File: src/rtl/picoseq_pkg.sv
// Shared definitions for the picoseq microsequencer: opcodes, condition
// selectors, FSM state encoding and instruction width helpers.
package picoseq_pkg;

  localparam logic [2:0] OP_JUMP  = 3'b000;
  localparam logic [2:0] OP_WRITE = 3'b001;
  localparam logic [2:0] OP_CALL  = 3'b010;
  localparam logic [2:0] OP_RET   = 3'b011;
  localparam logic [2:0] OP_WAIT  = 3'b100;
  localparam logic [2:0] OP_SET   = 3'b101;
  localparam logic [2:0] OP_CLR   = 3'b110;
  localparam logic [2:0] OP_NOP   = 3'b111;

  localparam logic [3:0] CSEL_ZERO = 4'd0;
  localparam logic [3:0] CSEL_ONE  = 4'd15;

  typedef enum logic {
    FETCH   = 1'b0,
    EXECUTE = 1'b1
  } state_t;

  function automatic int calc_pay_w(input int addr_w, input int rsel_w, input int data_w);
    return (addr_w > rsel_w + data_w) ? addr_w : (rsel_w + data_w);
  endfunction

  function automatic int calc_instr_w(input int pay_w);
    return 8 + pay_w;
  endfunction

endpackage

File: src/rtl/picoseq_stack.sv
// Return-address LIFO; push when full and pop when empty are ignored.
module picoseq_stack #(
  parameter int DEPTH = 4,
  parameter int WIDTH = 5
) (
  input  logic             clk,
  input  logic             res_n,
  input  logic             push,
  input  logic             pop,
  input  logic [WIDTH-1:0] push_data,
  output logic [WIDTH-1:0] top_data,
  output logic             full,
  output logic             empty
);

  localparam int CNT_W = $clog2(DEPTH + 1);

  logic [CNT_W-1:0] cnt;
  logic [WIDTH-1:0] mem [DEPTH];

  assign full  = (cnt == CNT_W'(DEPTH));
  assign empty = (cnt == '0);

  // cnt is the number of valid entries, so the top lives at index cnt-1
  always_comb begin
    top_data = '0;
    for (int i = 0; i < DEPTH; i++) begin
      if (cnt == CNT_W'(i + 1)) top_data = mem[i];
    end
  end

  always_ff @(posedge clk or negedge res_n) begin
    if (!res_n) begin
      cnt <= '0;
      for (int i = 0; i < DEPTH; i++) mem[i] <= '0;
    end else if (push && !full) begin
      for (int i = 0; i < DEPTH; i++) begin
        if (cnt == CNT_W'(i)) mem[i] <= push_data;
      end
      cnt <= cnt + CNT_W'(1);
    end else if (pop && !empty) begin
      cnt <= cnt - CNT_W'(1);
    end
  end

endmodule

File: src/rtl/picoseq.sv
// Two-state FETCH/EXECUTE microsequencer driving N_REG output registers from
// an external instruction ROM, with conditional jumps, calls and waits.
module picoseq
  import picoseq_pkg::*;
#(
  parameter int ADDR_W      = 5,
  parameter int DATA_W      = 8,
  parameter int N_COND      = 6,
  parameter int N_REG       = 4,
  parameter int STACK_DEPTH = 4,
  localparam int RSEL_W     = $clog2(N_REG),
  localparam int PAY_W      = calc_pay_w(ADDR_W, RSEL_W, DATA_W),
  localparam int INSTR_W    = calc_instr_w(PAY_W)
) (
  input  logic                    clk,
  input  logic                    res_n,
  input  logic                    run,
  input  logic [N_COND-1:0]       cond,
  output logic [ADDR_W-1:0]       instruction_rom_addr,
  input  logic [INSTR_W-1:0]      instruction_rom_data,
  output logic [N_REG*DATA_W-1:0] reg_out,
  output logic                    waiting,
  output logic                    stack_err
);

  state_t              state, state_nxt;
  logic [ADDR_W-1:0]   pc, pc_nxt, pc_inc;
  logic [INSTR_W-1:0]  ir;
  logic [N_COND-1:0]   cond_meta, cond_sync;
  logic [DATA_W-1:0]   regs [N_REG];
  logic                wait_q;

  logic                polarity;
  logic [3:0]          cond_sel;
  logic [2:0]          opcode;
  logic [PAY_W-1:0]    payload;
  logic [RSEL_W-1:0]   reg_sel;
  logic [DATA_W-1:0]   data;
  logic [ADDR_W-1:0]   target;
  logic                sel_cond, is_true;
  logic                push, pop, stk_full, stk_empty;
  logic                err_set, reg_we, wait_stall;
  logic [ADDR_W-1:0]   stk_top;

  assign polarity = ir[INSTR_W-1];
  assign cond_sel = ir[INSTR_W-2 -: 4];
  assign opcode   = ir[PAY_W+2 -: 3];
  assign payload  = ir[PAY_W-1:0];
  assign reg_sel  = payload[RSEL_W+DATA_W-1 -: RSEL_W];
  assign data     = payload[DATA_W-1:0];
  assign target   = payload[ADDR_W-1:0];
  assign pc_inc   = pc + ADDR_W'(1);

  assign instruction_rom_addr = pc;

  // Unused selector codes between N_COND+1 and 14 fall through to 0
  always_comb begin
    sel_cond = 1'b0;
    if (cond_sel == CSEL_ZERO) begin
      sel_cond = 1'b0;
    end else if (cond_sel == CSEL_ONE) begin
      sel_cond = 1'b1;
    end else begin
      for (int i = 0; i < N_COND; i++) begin
        if (cond_sel == 4'(i + 1)) sel_cond = cond_sync[i];
      end
    end
  end

  assign is_true = (polarity == sel_cond);

  always_comb begin
    state_nxt  = state;
    pc_nxt     = pc;
    push       = 1'b0;
    pop        = 1'b0;
    err_set    = 1'b0;
    reg_we     = 1'b0;
    wait_stall = 1'b0;
    case (state)
      FETCH: begin
        if (run) state_nxt = EXECUTE;
      end
      EXECUTE: begin
        state_nxt = FETCH;
        pc_nxt    = pc_inc;
        case (opcode)
          OP_JUMP: if (is_true) pc_nxt = target;
          OP_WRITE, OP_SET, OP_CLR: reg_we = is_true;
          OP_CALL: begin
            if (is_true) begin
              if (stk_full) begin
                err_set = 1'b1;
              end else begin
                push   = 1'b1;
                pc_nxt = target;
              end
            end
          end
          OP_RET: begin
            if (is_true) begin
              if (stk_empty) begin
                err_set = 1'b1;
              end else begin
                pop    = 1'b1;
                pc_nxt = stk_top;
              end
            end
          end
          OP_WAIT: begin
            if (!is_true) begin
              pc_nxt     = pc;
              wait_stall = 1'b1;
            end
          end
          OP_NOP: ;
          default: ;
        endcase
      end
      default: state_nxt = FETCH;
    endcase
  end

  always_ff @(posedge clk or negedge res_n) begin
    if (!res_n) begin
      state     <= FETCH;
      pc        <= '0;
      ir        <= '0;
      wait_q    <= 1'b0;
      stack_err <= 1'b0;
      cond_meta <= '0;
      cond_sync <= '0;
    end else begin
      state     <= state_nxt;
      pc        <= pc_nxt;
      cond_meta <= cond;
      cond_sync <= cond_meta;
      if (state == FETCH && run) ir <= instruction_rom_data;
      if (state == EXECUTE) wait_q <= wait_stall;
      if (err_set) stack_err <= 1'b1;
    end
  end

  // Out-of-range reg_sel matches no index, so the write silently drops
  always_ff @(posedge clk or negedge res_n) begin
    if (!res_n) begin
      for (int i = 0; i < N_REG; i++) regs[i] <= '0;
    end else if (reg_we) begin
      for (int i = 0; i < N_REG; i++) begin
        if (reg_sel == RSEL_W'(i)) begin
          case (opcode)
            OP_SET:  regs[i] <= regs[i] | data;
            OP_CLR:  regs[i] <= regs[i] & ~data;
            default: regs[i] <= data;
          endcase
        end
      end
    end
  end

  genvar g;
  generate
    for (g = 0; g < N_REG; g++) begin : g_pack
      assign reg_out[g*DATA_W +: DATA_W] = regs[g];
    end
  endgenerate

  // A stalled WAIT stays visible through the refetch that follows it
  assign waiting = (state == EXECUTE) ? wait_stall : wait_q;

  picoseq_stack #(
    .DEPTH (STACK_DEPTH),
    .WIDTH (ADDR_W)
  ) u_stack (
    .clk       (clk),
    .res_n     (res_n),
    .push      (push),
    .pop       (pop),
    .push_data (pc_inc),
    .top_data  (stk_top),
    .full      (stk_full),
    .empty     (stk_empty)
  );

endmodule

File: config.mk
export PLATFORM = sky130hd
export DESIGN_NAME = picoseq
export DESIGN_NICKNAME = d
export VERILOG_FILES = /design/src/rtl/picoseq_pkg.sv /design/src/rtl/picoseq_stack.sv /design/src/rtl/picoseq.sv
export SDC_FILE = /design/constraint.sdc
export NUM_CORES = 1
export LEC_CHECK = 0
export ABC_CLOCK_PERIOD_IN_PS = 2740
export BUFFER_PORTS_ARGS = -buffer_cell sky130_fd_sc_hd__buf_2
export CAP_MARGIN = 5
export CORE_MARGIN = 2
export CORE_UTILIZATION = 49
export CTS_BUF_LIST = sky130_fd_sc_hd__clkbuf_4 sky130_fd_sc_hd__clkbuf_8 sky130_fd_sc_hd__clkbuf_16
export DETAILED_ROUTE_END_ITERATION = 8
export GPL_ROUTABILITY_DRIVEN = 0
export MAX_ROUTING_LAYER = met4
export PLACE_DENSITY = 0.7
export SYNTH_ARGS = -nofsm -noshare
export SYNTH_HDL_FRONTEND = slang
export SYNTH_SLANG_ARGS = --single-unit
export TNS_END_PERCENT = 100
File: constraint.sdc
create_clock -name clk -period 2.74 [get_ports clk]
set_input_delay 0 -clock clk [delete_from_list [all_inputs] [get_ports clk]]
set_output_delay 0 -clock clk [all_outputs]
set_load 0.05 [all_outputs]
## Word level (Yosys, flattened, before mapping)

Index checks and enable logic that the tools add are counted.

| operators by class | value |
|---|---|
| bitwise gates (word level) | 10 |
| reduce and logical (&&, ||, !) cells | 20 |
| equal/unequal tests | 22 |
| add/sub/neg operators | 3 |
| muxes and demuxes | 46 |

Operator list:

| cell | number |
|---|---|
| $pmux 8 s2 | 4 |
| $mux 5 | 10 |
| $and 8x8->8 | 4 |
| $or 8x8->8 | 4 |
| $mux 1 | 27 |
| $pmux 5 s4 | 1 |
| $reduce_and 2->1 | 9 |
| $eq 3x2->1 const B | 4 |
| $eq 3x3->1 const B | 4 |
| $eq 4x3->1 const B | 3 |
| $eq 4x2->1 const B | 2 |
| $not 8->8 | 1 |
| $eq 3x1->1 const B | 2 |
| $logic_not 3->1 | 2 |
| $mux 3 | 2 |
| $add 5x1->5 const B | 1 |
| $eq 2x2->1 const B | 2 |
| $eq 4x1->1 const B | 1 |
| $eq 4x4->1 const B | 1 |
| $logic_not 4->1 | 1 |
| $pmux 1 s2 | 2 |
| $add 3x1->3 const B | 1 |
| $logic_and 1x1->1 | 3 |
| $reduce_or 3->1 | 1 |
| other kinds (8) | 9 |

| storage, ports and cells | value |
|---|---|
| input bits | 27 |
| register bits | 93 |

## Depth between registers and ports, before layout

| depth | value |
|---|---|
| word-level depth | 16 |
| depth in mapped cells | 10 |

## Cells and area by module

A second synthesis with hierarchy kept.

| second synthesis, totals | value |
|---|---|
| cell total of the unflattened synthesis | 448 |
| area total of the unflattened synthesis | 4739.5 um^2 |

By module, submodules not included:

| module | instances | cells each | area an instance (um^2) |
|---|---|---|---|
| picoseq | 1 | 328 | 3504.6 |
| picoseq_stack | 1 | 120 | 1234.9 |

## Worst setup path after synthesis

Ideal clock, no wire load.

| timing path | value |
|---|---|
| path kind | reg2reg |
| from | reg ir[13] |
| to | reg wait_q |
| clock period less this slack | 2951 ps |
| arrival | 2697 ps |
| stages on the path, launching flop included | 7 |
| path buffers | 1 |
| setup time | 255 ps |
| path slack | -211 ps |
| cell sequence | dfrtp_1 -> buf_6 -> mux2_4 -> a221o_1 -> nand3_1 -> nand3_1 -> o31ai_1 |

| on the way | value |
|---|---|
| cells in the longest elaborated chain, start to end | 13 |

RTL lines:

| what | line | source |
|---|---|---|
| start: declaration | picoseq.sv:28 | `logic [INSTR_W-1:0] ir;` |
| start signal: assignment | picoseq.sv:138 | `if (state == FETCH && run) ir <= instruction_rom_data;` |
| $eq 4x1->1 | picoseq.sv:65 | `if (cond_sel == 4'(i + 1)) sel_cond = cond_sync[i];` |
| $mux 1 (6 in a row) | picoseq.sv:65 |  |
| $mux 1 | picoseq.sv:61 | `end else if (cond_sel == CSEL_ONE) begin` |
| $mux 1 (*) | picoseq.sv:59 | `if (cond_sel == CSEL_ZERO) begin` |
| $eq 1x1->1 (*) | picoseq.sv:70 | `assign is_true = (polarity == sel_cond);` |
| $mux 1 (*) | picoseq.sv:111 | `if (!is_true) begin` |
| $mux 1 (*) | picoseq.sv:87 | `case (opcode)` |
| $mux 1 (*) | - |  |
| named net waiting | picoseq.sv:22 | `output logic waiting,` |
| end signal: assignment | picoseq.sv:139 | `if (state == EXECUTE) wait_q <= wait_stall;` |
| end: declaration | picoseq.sv:31 | `logic wait_q;` |

Mark *: on every way through the listed nets, which the timed path passes. The rest lies on a longest branch.
A chain may end at the register's enable or synchronous reset.

## Final worst setup path

| timing path | value |
|---|---|
| from | reg ir[13] |
| to | reg u_stack.mem[19] in the netlist's numbering |

| on the way | value |
|---|---|
| cells in the longest elaborated chain, start to end | 15 |

RTL lines:

| what | line | source |
|---|---|---|
| $eq 4x1->1 | picoseq.sv:65 |  |
| $mux 1 (6 in a row) | picoseq.sv:65 |  |
| $mux 1 | picoseq.sv:61 |  |
| $mux 1 (*) | picoseq.sv:59 |  |
| $eq 1x1->1 (*) | picoseq.sv:70 |  |
| $mux 1 (*) | picoseq.sv:91 | `if (is_true) begin` |
| $mux 1 (*) | picoseq.sv:87 |  |
| $mux 1 (*) | picoseq.sv:80 | `case (state)` |
| $logic_and 1x1->1 (*) | picoseq_stack.sv:36 | `end else if (push && !full) begin` |
| $reduce_and 2->1 (no source line) (*) | - |  |
| end signal: indexed assignment | picoseq_stack.sv:38 | `if (cnt == CNT_W'(i)) mem[i] <= push_data;` |
| end: declaration | picoseq_stack.sv:19 | `logic [WIDTH-1:0] mem [DEPTH];` |

Mark *: on every way between the ends. The rest lies on a longest branch, timed or not.

==> results.tsv <==
metric	value	unit
status	completed	
EDFF count, synth	0	
TritonCTS buffer count	9	
Worst-Margin Slew	0.625	ns
Worst-path clk slew	0.10	ns
period utilisation layout	91.5	%
critical path endpoint category	flip-flop	
Seq pwr share	37.7	%
routed wl met2	5.67	mm
CP max FO	6	
DIE HEIGHT	101	microns
most frequent cells in the layout	dfrtp_1 (93), buf_2 (64), nand2_1 (46)	
CTS H-tree depth	3	
#FFs+latches synth	93	
number of placed I/O pins	66	
LEAKAGE	2.50	nW
area grow syn2layout	20.7	%
drt via density	5.78	
DRT antenna net count	0	
Gate power share	47.4	%
root buf cell	clkbuf_8	
Final Skew	0.0170	ns
setup bufs post-CTS	0	
drt first pass iters	4	
FP Rows	35	
clk buf depth	2	
Placed Cells	632	
Peak VDD IR	0.000759	V
Setup-failing EPs final	0	
slowest stage cell, crit path	dfrtp_1	
WP data arrival	2.75	ns
Peak Freq	399	MHz
DR WL/cell	17.4	microns
layout cells sized above 1	26.8	%
final hold viol count	0	
register area share after synthesis	50.0	%
Slew Viols, Final	0	
die width	101	microns
first-pass GRT wire length	19.5	mm
CORE AREA	9240	sq um
unrepaired setup endpoints after global routing	false	
CP top delay family	compound AO/OA/AOI/OAI gates	
crit-path cells	mux2_4 -> a221o_1 -> a21boi_2 -> buf_4 -> o311ai_2 -> nor2_2 -> mux2_2	
Setup CP Type	reg2reg	
Initial Util	50.4	%
All-Layer GR Usage	25.0	%
largest net degree at the start of global routing	52	
worst path buffer plus inverter count	1	
initial antenna violation count	0	
sw frac	47.5	%
PwrDens	1010	nW/um^2
post-synthesis cell count	448	
Mapped Nets	482	
Remaining Overflow, GRT	0	
layout net count	573	
Post-Syn Area	4660	sq um
Primary FF master, synth	dfrtp_1	
dpl hpwl	8.08	mm
vias in the first global route	3877	
Met1 Wirelength	5.37	mm
slew margin rel.	57.9	%
fin cells	673	
DIE AREA	10300	sq um
Port Buf Inserts	65	
Hold Path Class	in2async	
final WL	11.7	mm
maxcap violations	0	
Tmin final	2.51	ns
ys async rst share	100	%
top cell type's share of synthesized area	50.0	%
top cells by area, synth	dfrtp_1 (50%), mux2_2 (7.3%), a21oi_1 (3.8%)	
clk sinks	93	
CP max stage delay	0.40	ns
clock latency on the worst-skew pair	0.37	ns
P_sw	2.69	mW
Cell Int Power	2.98	mW
Worst Path Required	2.98	ns
clock share of power	14.9	%
Ant. Diodes	0	
Highest Signal Layer	met4	
Starting DRT DRC Count	320	
commonest non-fill, non-tap cell in the layout	dfrtp_1	
Synth area leader	dfrtp_1	
vias post-DR	3889	
CTS tree	done	
CP startpoint kind	flip-flop	
Syn Area/Cell	10.4	sq um
WL met3	538	microns
# DRC	0	
Yosys cell types	58	
setup TNS	0	ns
Ys Warns	0	
-- kinds of logic after synthesis --
family | count (synthesis) | share of synthesized area [%]
AO/OA/AOI/OAI | 151 | 22.0
XOR/XNOR | 6 | 1.13
adder cells (fa/ha/maj) | 7 | 1.88
buffers and inverters | 43 | 3.95
flip-flops | 93 | 50.0
multiplexers | 36 | 8.65
AND/OR/NAND/NOR | 112 | 12.4
-- what timing repair did --
action                     4_1_cts  5_1_grt
setup endpoints to repair        0       36
hold endpoints to repair        66        0
hold buffers                    25        0
gates resized for setup          0        3
-- worst paths after layout --
kind | from | end | slack [ns] | cells past startpoint
max in group asynchronous | res_n | state$_DFF_PN0_ | 1.91 | 3
worst min register to register | cond_meta[5]$_DFF_PN0_ | cond_sync[5]$_DFF_PN0_ | 0.35 | 0
worst max-delay path | ir[13]$_DFFE_PN0P_ | u_stack.mem[19]$_DFFE_PN0P_ | 0.23 | 7
worst max register to register | ir[13]$_DFFE_PN0P_ | u_stack.mem[19]$_DFFE_PN0P_ | 0.23 | 7
worst min-delay path | res_n | u_stack.mem[17]$_DFFE_PN0P_ | 0.16 | 2
min in group clk | run | state$_DFF_PN0_ | 0.16 | 3
-- power by group through the flow --
stage	logic [mW]	registers, mW	clock network [mW]
final	2.69	2.13	0.845
after global routing	2.90	2.19	0.922
after CTS	2.67	2.12	0.862
after detailed placement	2.64	2.14	0
after global placement	2.59	2.13	0
after floorplan	1.14	2.88	0
-- sequential cells by signal, indices dropped and copies added (netlist names) --
register,cells
reg_out,32
u_stack.mem,20
ir,18
cond_meta,6
cond_sync,6
instruction_rom_addr,5
u_stack.cnt,3
stack_err,1
state,1
wait_q,1
-- metal layers --
layer	vias up	GRT usage, %
met5	-	-
met4	0	7.48
met3	13	4.07
met2	130	38.5
met1	1912	34.3
li1	1834	-
-- cell type report --
class                   count  area (sq um)
well taps                 129           161
flip-flops and latches     93          2330
inverters                  13          48.8
multi-input cells         312          2160
repair buffers            110           741
clock inverters             6          46.3
clock buffers              10           131
fillers                   764          3620
-- cell usage after synthesis, drive strengths merged (5+ instances only) --
| master | number |
|---|---|
| a41oi | 11 |
| and2 | 5 |
| nor3 | 14 |
| clkbuf | 21 |
| dfrtp | 93 |
| ha | 7 |
| a31oi | 18 |
| nor2b | 11 |
| a2bb2oi | 8 |
| a21oi | 35 |
| buf | 9 |
| inv | 13 |
| nor2 | 11 |
| nand2 | 46 |
| mux2i | 5 |
| nand3 | 8 |
| o31ai | 7 |
| mux2 | 31 |
| o21ai | 33 |
-- stage by stage --
stage	power, mW	hold WS, ns	instance area [sq um]	worst slack, ns	util [%]
6_report	5.67	0.160	5620	0.232	60.8
5_1_grt	6.00	0.157	5620	0.0978	60.8
4_1_cts	5.66	0.148	5610	0.0269	60.7
3_5_place_dp	4.79	0.0298	5180	0.0640	56.1
3_3_place_gp	4.72	0.0241	5180	0.149	56.1
2_1_floorplan	4.02	-0.296	4660	0.268	-
No activity file was read; power rests on OpenSTA's default activity.
